`src/rtl/core_inst_seq_if.sv`:
```
// ----------------------------------------------------------------------------
// core_inst_seq_if
// Bundles the signals between the host vector stream, the sequencer and core.
//   start       host -> seq   1-cycle request to run one attention tile
//   in_data     host -> seq   Q/K vector (pr*bw bits)
//   in_valid    host -> seq   in_data valid
//   in_ready    seq  -> host  sequencer can accept a vector this cycle
//   ofifo_valid core -> seq   core ofifo holds a complete row
//   inst        seq  -> core  19-bit instruction word
//   mem_in      seq  -> core  qmem/kmem write data
//   busy, done  seq  -> host  status
// master = sequencer side, slave = host/core side.
// ----------------------------------------------------------------------------
interface core_inst_seq_if #(
    parameter int bw = 8,
    parameter int pr = 16
);
    logic                 start;
    logic [pr*bw-1:0]     in_data;
    logic                 in_valid;
    logic                 in_ready;
    logic                 ofifo_valid;
    logic [18:0]          inst;
    logic [pr*bw-1:0]     mem_in;
    logic                 busy;
    logic                 done;

    modport master (
        input  start, in_data, in_valid, ofifo_valid,
        output in_ready, inst, mem_in, busy, done
    );

    modport slave (
        output start, in_data, in_valid, ofifo_valid,
        input  in_ready, inst, mem_in, busy, done
    );
endinterface

```
`src/rtl/core_inst_seq.sv`:
```
// ----------------------------------------------------------------------------
// core_inst_seq
// Instruction sequencer for one attention tile of core. Streams n_q Q vectors
// into qmem and col K vectors into kmem, loads kernels into the MAC array,
// executes, drains ofifo into pmem, then replays pmem through the SFP twice
// (accumulate pass, divide pass).
//
// Ports
//   clk    in  rising-edge clock
//   reset  in  asynchronous, active-high
//   bus    core_inst_seq_if.master (start, in_data, in_valid, in_ready,
//          ofifo_valid, inst, mem_in, busy, done)
//
// All outputs are registered. The instruction word produced while the FSM is
// in a given state appears on inst one cycle later; in_ready/busy/done are
// registered from the next state so they line up with the state itself.
// ----------------------------------------------------------------------------
module core_inst_seq #(
    parameter int bw  = 8,
    parameter int pr  = 16,
    parameter int col = 8,
    parameter int n_q = 16
) (
    input  logic             clk,
    input  logic             reset,
    core_inst_seq_if.master  bus
);

    // FSM encoding
    localparam logic [3:0] S_IDLE  = 4'd0;
    localparam logic [3:0] S_QWR   = 4'd1;
    localparam logic [3:0] S_KWR   = 4'd2;
    localparam logic [3:0] S_KLOAD = 4'd3;
    localparam logic [3:0] S_BUB   = 4'd4;
    localparam logic [3:0] S_EXEC  = 4'd5;
    localparam logic [3:0] S_PWR   = 4'd6;
    localparam logic [3:0] S_ACC   = 4'd7;
    localparam logic [3:0] S_DIV   = 4'd8;
    localparam logic [3:0] S_DONE  = 4'd9;

    // inst bit positions
    localparam int I_DIV   = 18;
    localparam int I_ACC   = 17;
    localparam int I_ORD   = 16;
    localparam int I_EXE   = 7;
    localparam int I_LOAD  = 6;
    localparam int I_QRD   = 5;
    localparam int I_QWR   = 4;
    localparam int I_KRD   = 3;
    localparam int I_KWR   = 2;
    localparam int I_PRD   = 1;
    localparam int I_PWR   = 0;

    // Terminal counts: counters are 4 bits, so n_q=16 ends on 15 without wrap.
    localparam logic [3:0] NQ_LAST  = 4'(n_q - 1);
    localparam logic [3:0] COL_LAST = 4'(col - 1);

    logic [3:0]        state_q, state_d;
    logic [3:0]        cnt_q, cnt_d;      // row counter for streams / reads
    logic [3:0]        wcnt_q, wcnt_d;    // pmem write row in PWR
    logic              pend_q, pend_d;    // a read issued last cycle needs its follow-up
    logic              last_q, last_d;    // every row of the current pass has been read
    logic [18:0]       inst_q, inst_d;
    logic [pr*bw-1:0]  mem_in_q, mem_in_d;
    logic              in_ready_q, busy_q, done_q;
    logic              xfer;

    // Transfer uses the registered ready that the host actually saw.
    assign xfer = bus.in_valid && in_ready_q;

    always_comb begin
        state_d  = state_q;
        cnt_d    = cnt_q;
        wcnt_d   = wcnt_q;
        pend_d   = 1'b0;
        last_d   = last_q;
        inst_d   = '0;
        mem_in_d = mem_in_q;

        case (state_q)
            S_IDLE: begin
                if (bus.start) begin
                    state_d = S_QWR;
                    cnt_d   = '0;
                    wcnt_d  = '0;
                    last_d  = 1'b0;
                end
            end

            S_QWR: begin
                if (xfer) begin
                    inst_d[I_QWR]  = 1'b1;
                    inst_d[15:12]  = cnt_q;
                    mem_in_d       = bus.in_data;
                    if (cnt_q == NQ_LAST) begin
                        cnt_d   = '0;
                        state_d = S_KWR;
                    end else begin
                        cnt_d = cnt_q + 4'd1;
                    end
                end
            end

            S_KWR: begin
                if (xfer) begin
                    inst_d[I_KWR]  = 1'b1;
                    inst_d[15:12]  = cnt_q;
                    mem_in_d       = bus.in_data;
                    if (cnt_q == COL_LAST) begin
                        cnt_d   = '0;
                        state_d = S_KLOAD;
                    end else begin
                        cnt_d = cnt_q + 4'd1;
                    end
                end
            end

            S_KLOAD: begin
                inst_d[I_LOAD] = 1'b1;
                inst_d[I_KRD]  = 1'b1;
                inst_d[15:12]  = cnt_q;
                if (cnt_q == COL_LAST) begin
                    cnt_d   = '0;
                    state_d = S_BUB;
                end else begin
                    cnt_d = cnt_q + 4'd1;
                end
            end

            // One idle instruction between load and execute so the MAC array
            // never sees both in adjacent words from the same state.
            S_BUB: state_d = S_EXEC;

            S_EXEC: begin
                inst_d[I_EXE] = 1'b1;
                inst_d[I_QRD] = 1'b1;
                inst_d[15:12] = cnt_q;
                if (cnt_q == NQ_LAST) begin
                    cnt_d   = '0;
                    last_d  = 1'b0;
                    state_d = S_PWR;
                end else begin
                    cnt_d = cnt_q + 4'd1;
                end
            end

            // ofifo read and the pmem write of the previous row may share a
            // cycle; the write always lags its read by exactly one cycle.
            S_PWR: begin
                if (bus.ofifo_valid && !last_q) begin
                    inst_d[I_ORD] = 1'b1;
                    pend_d        = 1'b1;
                    if (cnt_q == NQ_LAST) last_d = 1'b1;
                    else                  cnt_d  = cnt_q + 4'd1;
                end
                if (pend_q) begin
                    inst_d[I_PWR] = 1'b1;
                    inst_d[11:8]  = wcnt_q;
                    if (wcnt_q == NQ_LAST) begin
                        state_d = S_ACC;
                        cnt_d   = '0;
                        wcnt_d  = '0;
                        last_d  = 1'b0;
                    end else begin
                        wcnt_d = wcnt_q + 4'd1;
                    end
                end
            end

            // pmem has one cycle of read latency: the SFP strobe follows each
            // read by a cycle, giving n_q+1 cycles per pass.
            S_ACC, S_DIV: begin
                if (!last_q) begin
                    inst_d[I_PRD] = 1'b1;
                    inst_d[11:8]  = cnt_q;
                    pend_d        = 1'b1;
                    if (cnt_q == NQ_LAST) last_d = 1'b1;
                    else                  cnt_d  = cnt_q + 4'd1;
                end
                if (pend_q) begin
                    if (state_q == S_ACC) inst_d[I_ACC] = 1'b1;
                    else                  inst_d[I_DIV] = 1'b1;
                    if (last_q) begin
                        state_d = (state_q == S_ACC) ? S_DIV : S_DONE;
                        cnt_d   = '0;
                        last_d  = 1'b0;
                    end
                end
            end

            S_DONE: state_d = S_IDLE;

            default: state_d = S_IDLE;
        endcase
    end

    always_ff @(posedge clk or posedge reset) begin
        if (reset) begin
            state_q    <= S_IDLE;
            cnt_q      <= '0;
            wcnt_q     <= '0;
            pend_q     <= 1'b0;
            last_q     <= 1'b0;
            inst_q     <= '0;
            mem_in_q   <= '0;
            in_ready_q <= 1'b0;
            busy_q     <= 1'b0;
            done_q     <= 1'b0;
        end else begin
            state_q    <= state_d;
            cnt_q      <= cnt_d;
            wcnt_q     <= wcnt_d;
            pend_q     <= pend_d;
            last_q     <= last_d;
            inst_q     <= inst_d;
            mem_in_q   <= mem_in_d;
            in_ready_q <= (state_d == S_QWR) || (state_d == S_KWR);
            busy_q     <= (state_d != S_IDLE);
            done_q     <= (state_d == S_DONE);
        end
    end

    assign bus.inst     = inst_q;
    assign bus.mem_in   = mem_in_q;
    assign bus.in_ready = in_ready_q;
    assign bus.busy     = busy_q;
    assign bus.done     = done_q;

endmodule

```
`src/flat_wrapper.sv`:
```
// flat-port wrapper written by rule: the top's interface ports become plain ports
module core_inst_seq_flat 
#(
    parameter int bw  = 8,
    parameter int pr  = 16,
    parameter int col = 8,
    parameter int n_q = 16
)
  (clk, reset, bus_start, bus_in_data, bus_in_valid, bus_ofifo_valid, bus_in_ready, bus_inst, bus_mem_in, bus_busy, bus_done);
  core_inst_seq_if #(.bw(bw), .pr(pr)) bus_i ();
  input  logic clk;
  input  logic reset;
  input wire logic [$bits(bus_i.start)-1:0] bus_start;
  input wire logic [$bits(bus_i.in_data)-1:0] bus_in_data;
  input wire logic [$bits(bus_i.in_valid)-1:0] bus_in_valid;
  input wire logic [$bits(bus_i.ofifo_valid)-1:0] bus_ofifo_valid;
  output wire logic [$bits(bus_i.in_ready)-1:0] bus_in_ready;
  output wire logic [$bits(bus_i.inst)-1:0] bus_inst;
  output wire logic [$bits(bus_i.mem_in)-1:0] bus_mem_in;
  output wire logic [$bits(bus_i.busy)-1:0] bus_busy;
  output wire logic [$bits(bus_i.done)-1:0] bus_done;
  assign bus_i.start = bus_start;
  assign bus_i.in_data = bus_in_data;
  assign bus_i.in_valid = bus_in_valid;
  assign bus_i.ofifo_valid = bus_ofifo_valid;
  assign bus_in_ready = bus_i.in_ready;
  assign bus_inst = bus_i.inst;
  assign bus_mem_in = bus_i.mem_in;
  assign bus_busy = bus_i.busy;
  assign bus_done = bus_i.done;
  core_inst_seq #(.bw(bw), .pr(pr), .col(col), .n_q(n_q)) u_core (.clk(clk), .reset(reset), .bus(bus_i));
endmodule
```
`config.mk`:
```
export PLATFORM = sky130hd
export DESIGN_NAME = core_inst_seq_flat
export DESIGN_NICKNAME = d
export VERILOG_FILES = /design/src/rtl/core_inst_seq_if.sv /design/src/rtl/core_inst_seq.sv /design/src/flat_wrapper.sv
export SDC_FILE = /design/constraint.sdc
export NUM_CORES = 1
export LEC_CHECK = 0
export CAP_MARGIN = 10
export CORE_ASPECT_RATIO = 1.1
export CORE_MARGIN = 2
export CORE_UTILIZATION = 38
export CTS_CLUSTER_DIAMETER = 80
export CTS_CLUSTER_SIZE = 20
export DETAILED_ROUTE_END_ITERATION = 16
export PLACE_DENSITY_LB_ADDON = 0.08
export RECOVER_POWER = 50
export SYNTH_ARGS = -nofsm -noshare
export SYNTH_HDL_FRONTEND = slang
export SYNTH_SLANG_ARGS = --single-unit
```
`constraint.sdc`:
```
create_clock -name clk -period 5.7 [get_ports clk]
set_clock_uncertainty 0.2 [all_clocks]
set_input_delay 1.14 -clock clk [delete_from_list [all_inputs] [get_ports clk]]
set_output_delay 1.14 -clock clk [all_outputs]
set_load 0.01 [all_outputs]
```
==> summary.txt <==
Detailed routing
  • # DRC: 0
  • Drt total wl: 17.7 mm
  • Vias per cell: just under 5
  • Post-DRT Antenna Nets: 0
  • DR iter-0 viols: ~180
  • Drt first pass iters: 4
  • Via count: roughly 4600
  • Routed WL per cell: between 15 and 20 µm

Timing
  • Final hold violations: 0
  • Slew @ Worst Pin: between 2000 and 2500 ps
  • Crit share post-route: 0.683
  • Final worst path period need: 3890 ps
  • Final worst-path setup slack: about 1800 ps
  • Setup violations, final: 0
  • Fmax: roughly 260 MHz
  • Final max-slew violation count: just under 90
  • Relative slew slack: -0.406
  • Setup TNS: 0 ps
  • Unrepaired setup endpoints after global routing: no

Status
  • Violated checks: max-capacitance violations, max-slew violations
  • Status: finished, violations left

Clocking
  • Bufs on Longest Clock Path: 2
  • Root buf cell: clkbuf_16
  • Clock transition at path regs: roughly 60 ps
  • Post-CTS Setup Inserts: 0
  • TritonCTS clock tree: built
  • Number of clock sinks: 162
  • H-Tree Depth: 4
  • Worst-Skew Late Latency: between 400 and 500 ps
  • CTS Hold Bufs: 0
  • # resized after CTS: 0
  • Total CTS buffers: 17

Layout
  • Fill cells: approximately 1300
  • Area occupied by multi-input gates: between 2000 and 2500 µm²
  • Layout cells sized above 1: 0.221
  • FF/Latch Area: 4050 µm²
  • Nets: 865
  • Leading cell types in the layout, fill and taps excluded: clkdlybuf4s50_1, dfrtp_1, mux2_2, dlygate4sd3_1, nand2_1
  • Area Overhead vs Synth: 55.5%
  • Commonest non-fill, non-tap cell in the layout: clkdlybuf4s50_1
  • Antenna diodes: 0

Power and ir drop
  • Reg power frac: 0.439
  • Logic pwr share: 0.155
  • Switch share: 0.255
  • Clock power frac: 0.407
  • Leak Pwr: 4.86 nW
  • VDD IR max: between 0.2 and 0.25 mV
  • Switch Pwr: 745 µW
  • Pwr dens: between 200 and 300 nW/µm²
  • Int Pwr: 2.18 mW

Placed design
  • RePlAce Congestion: ~0.9
  • Buffers on Ports: approximately 280
  • DP HPWL: 13.1 mm
  • Place WS: around 1900 ps

Logic synthesis
  • Synthesized net count: ~600
  • Gate count after technology mapping: 447
  • Mean Syn Cell Area: 14.4 µm²
  • Library cells used by synthesis: between 50 and 60
  • #FFs+latches synth: 162
  • Main synth FF type: dfrtp_1
  • Register area share after synthesis: 0.629
  • Mapped cell area: 6440 µm²
  • Post-synth EDFFs: 0
  • Synth Warn #: 0
  • Post-synthesis async set-or-reset flop share: 1.00

Floorplan
  • # rows: 49
  • Core area: between 15000 and 20000 µm²
  • Die area: 18000 µm²
  • Starting Density: 0.391
  • Die height: roughly 140 µm
  • IO Count: 283
  • Die width: roughly 130 µm

Min path
  • Worst Min Path Start: u_core.bus.mem_in[105]
  • Tightest Hold Check Type: reg -> reg

Critical path
  • Crit path from: reset
  • CP startpoint kind: primary input
  • Critical-path cell list: dlygate4sd3_1 > clkinvlp_2 > clkbuf_2
  • Crit path required time: approximately 5600 ps
  • Setup CP Type: in -> async
  • CP Depth: 3
  • Reg2reg path depth: 5
  • Crit-path leading delay family: buffers and inverters
  • Crit path arrival time: 3790 ps
  • Crit path to: u_core.bus.mem_in[76]
  • Crit Reg-Reg Startpoint: u_core.state_q[3]
  • CP peak stage delay: about 1600 ps
  • CP Max Fanout: 87
  • Crit path capture type: async pin
  • Capture point of the worst reg-to-reg path: u_core.bus.mem_in[30]
  • R2r setup slk: about 2700 ps
  • Critical path buffers and inverters: 3
  • Slowest-stage cell, CP: clkbuf_2

Global route
  • Largest net degree at the start of global routing: slightly below 90
  • First-pass GRT wire length: about 27 mm
  • Initial antenna violation count: 0
  • Global-route congestion overflow total: 0
  • GRT Util Overall: 0.197
  • Vias in the first global route: approximately 4800

Job
  • Max Cap Viol: 2
## metal layers
metal	GRT usage	share of wire
met1	0.224	0.38
met2	0.356	0.54
met4	0.0735	0.021
met3	0.0493	0.058
met5	0	0
## area by class of cell
type / count / area share
repair buffers: 286 / 0.284
clock inverters: 9 / 0.0155
inverters: 5 / 0.00200
well taps: 204 / 0.0255
clock buffers: 22 / 0.0453
flip-flops and latches: 162 / 0.404
multi-input cells: 257 / 0.223
## power by group through the flow
stage | clock, mW | sequential [mW] | combinational [mW]
3_3_place_gp | 0 | 1.30 | 0.458
3_5_place_dp | 0 | 1.30 | 0.465
5_1_grt | 1.27 | 1.29 | 0.505
6_report | 1.19 | 1.28 | 0.452
4_1_cts | 1.22 | 1.28 | 0.469
2_1_floorplan | 0 | 1.28 | 0.269
## cell usage after synthesis, drive strengths merged (2+ instances only)
cell / count / area, µm²
and2: 5 / 31.3
a21oi: 9 / 60.1
inv: 5 / 18.8
nand2: 20 / 75.1
clkbuf: 3 / 11.3
nand2b: 3 / 18.8
dfrtp: 162 / 4050
buf: 20 / 118
a22o: 6 / 52.6
ha: 3 / 37.5
nand3b: 2 / 15.0
a31oi: 2 / 12.5
o21a: 2 / 15.0
nand3: 5 / 25.0
nor2b: 2 / 12.5
and3b: 2 / 17.5
nor3b: 2 / 15.0
mux2: 128 / 1440
nor2: 18 / 67.6
a211oi: 2 / 15.0
o221ai: 2 / 17.5
and3: 3 / 18.8
o21ai: 13 / 65.1
or2: 3 / 18.8
nor3: 2 / 10.0
xor2: 2 / 17.5
## worst min path at each step
stage	end	cells after the start	slack, ps
4_1_cts	u_core.bus.mem_in[52]	1	310
6_report	u_core.bus.mem_in[105]	1	300
3_3_place_gp	u_core.bus.mem_in[51]	1	290
5_1_grt	u_core.bus.mem_in[34]	1	310
2_1_floorplan	u_core.wcnt_q[3]	1	290
3_5_place_dp	u_core.bus.mem_in[52]	1	290
## registers in the layout (all words and copies together), names as in the netlist, 4 cells and up
name and count:
u_core.state_q 4, u_core.bus.mem_in 128, u_core.cnt_q 4, u_core.bus.inst 17, u_core.wcnt_q 4
## metrics by stage
step / cell area, µm² / power (mW) / instances / hold slack, ps / utilization
3_3_place_gp: 9450 / 1.76 / 914 / 286 / 0.573
5_1_grt: 10000 / 3.07 / 945 / 306 / 0.608
6_report: 10000 / 2.92 / 945 / 299 / 0.608
3_5_place_dp: 9450 / 1.77 / 914 / 291 / 0.573
4_1_cts: 10100 / 2.97 / 945 / 306 / 0.610
2_1_floorplan: 6450 / 1.55 / 447 / 290 / -
## worst reg2reg max path, cell delays in order (launching register included)
cell     delay [ps]
dfrtp_1         650
or2_2           240
nor2_1           80
nand2_4         710
buf_4           620
mux2_2          400
## logic make-up after synthesis
kind of cell / Yosys count / share of synthesized area
AO/OA/AOI/OAI: 48 / 0.0530
XOR/XNOR: 2 / 0.00272
adder cells (fa/ha/maj): 3 / 0.00582
buffers and inverters: 28 / 0.0229
flip-flops: 162 / 0.629
multiplexers: 129 / 0.225
AND/OR/NAND/NOR: 75 / 0.0613
Power figures use the tool's default switching activity.
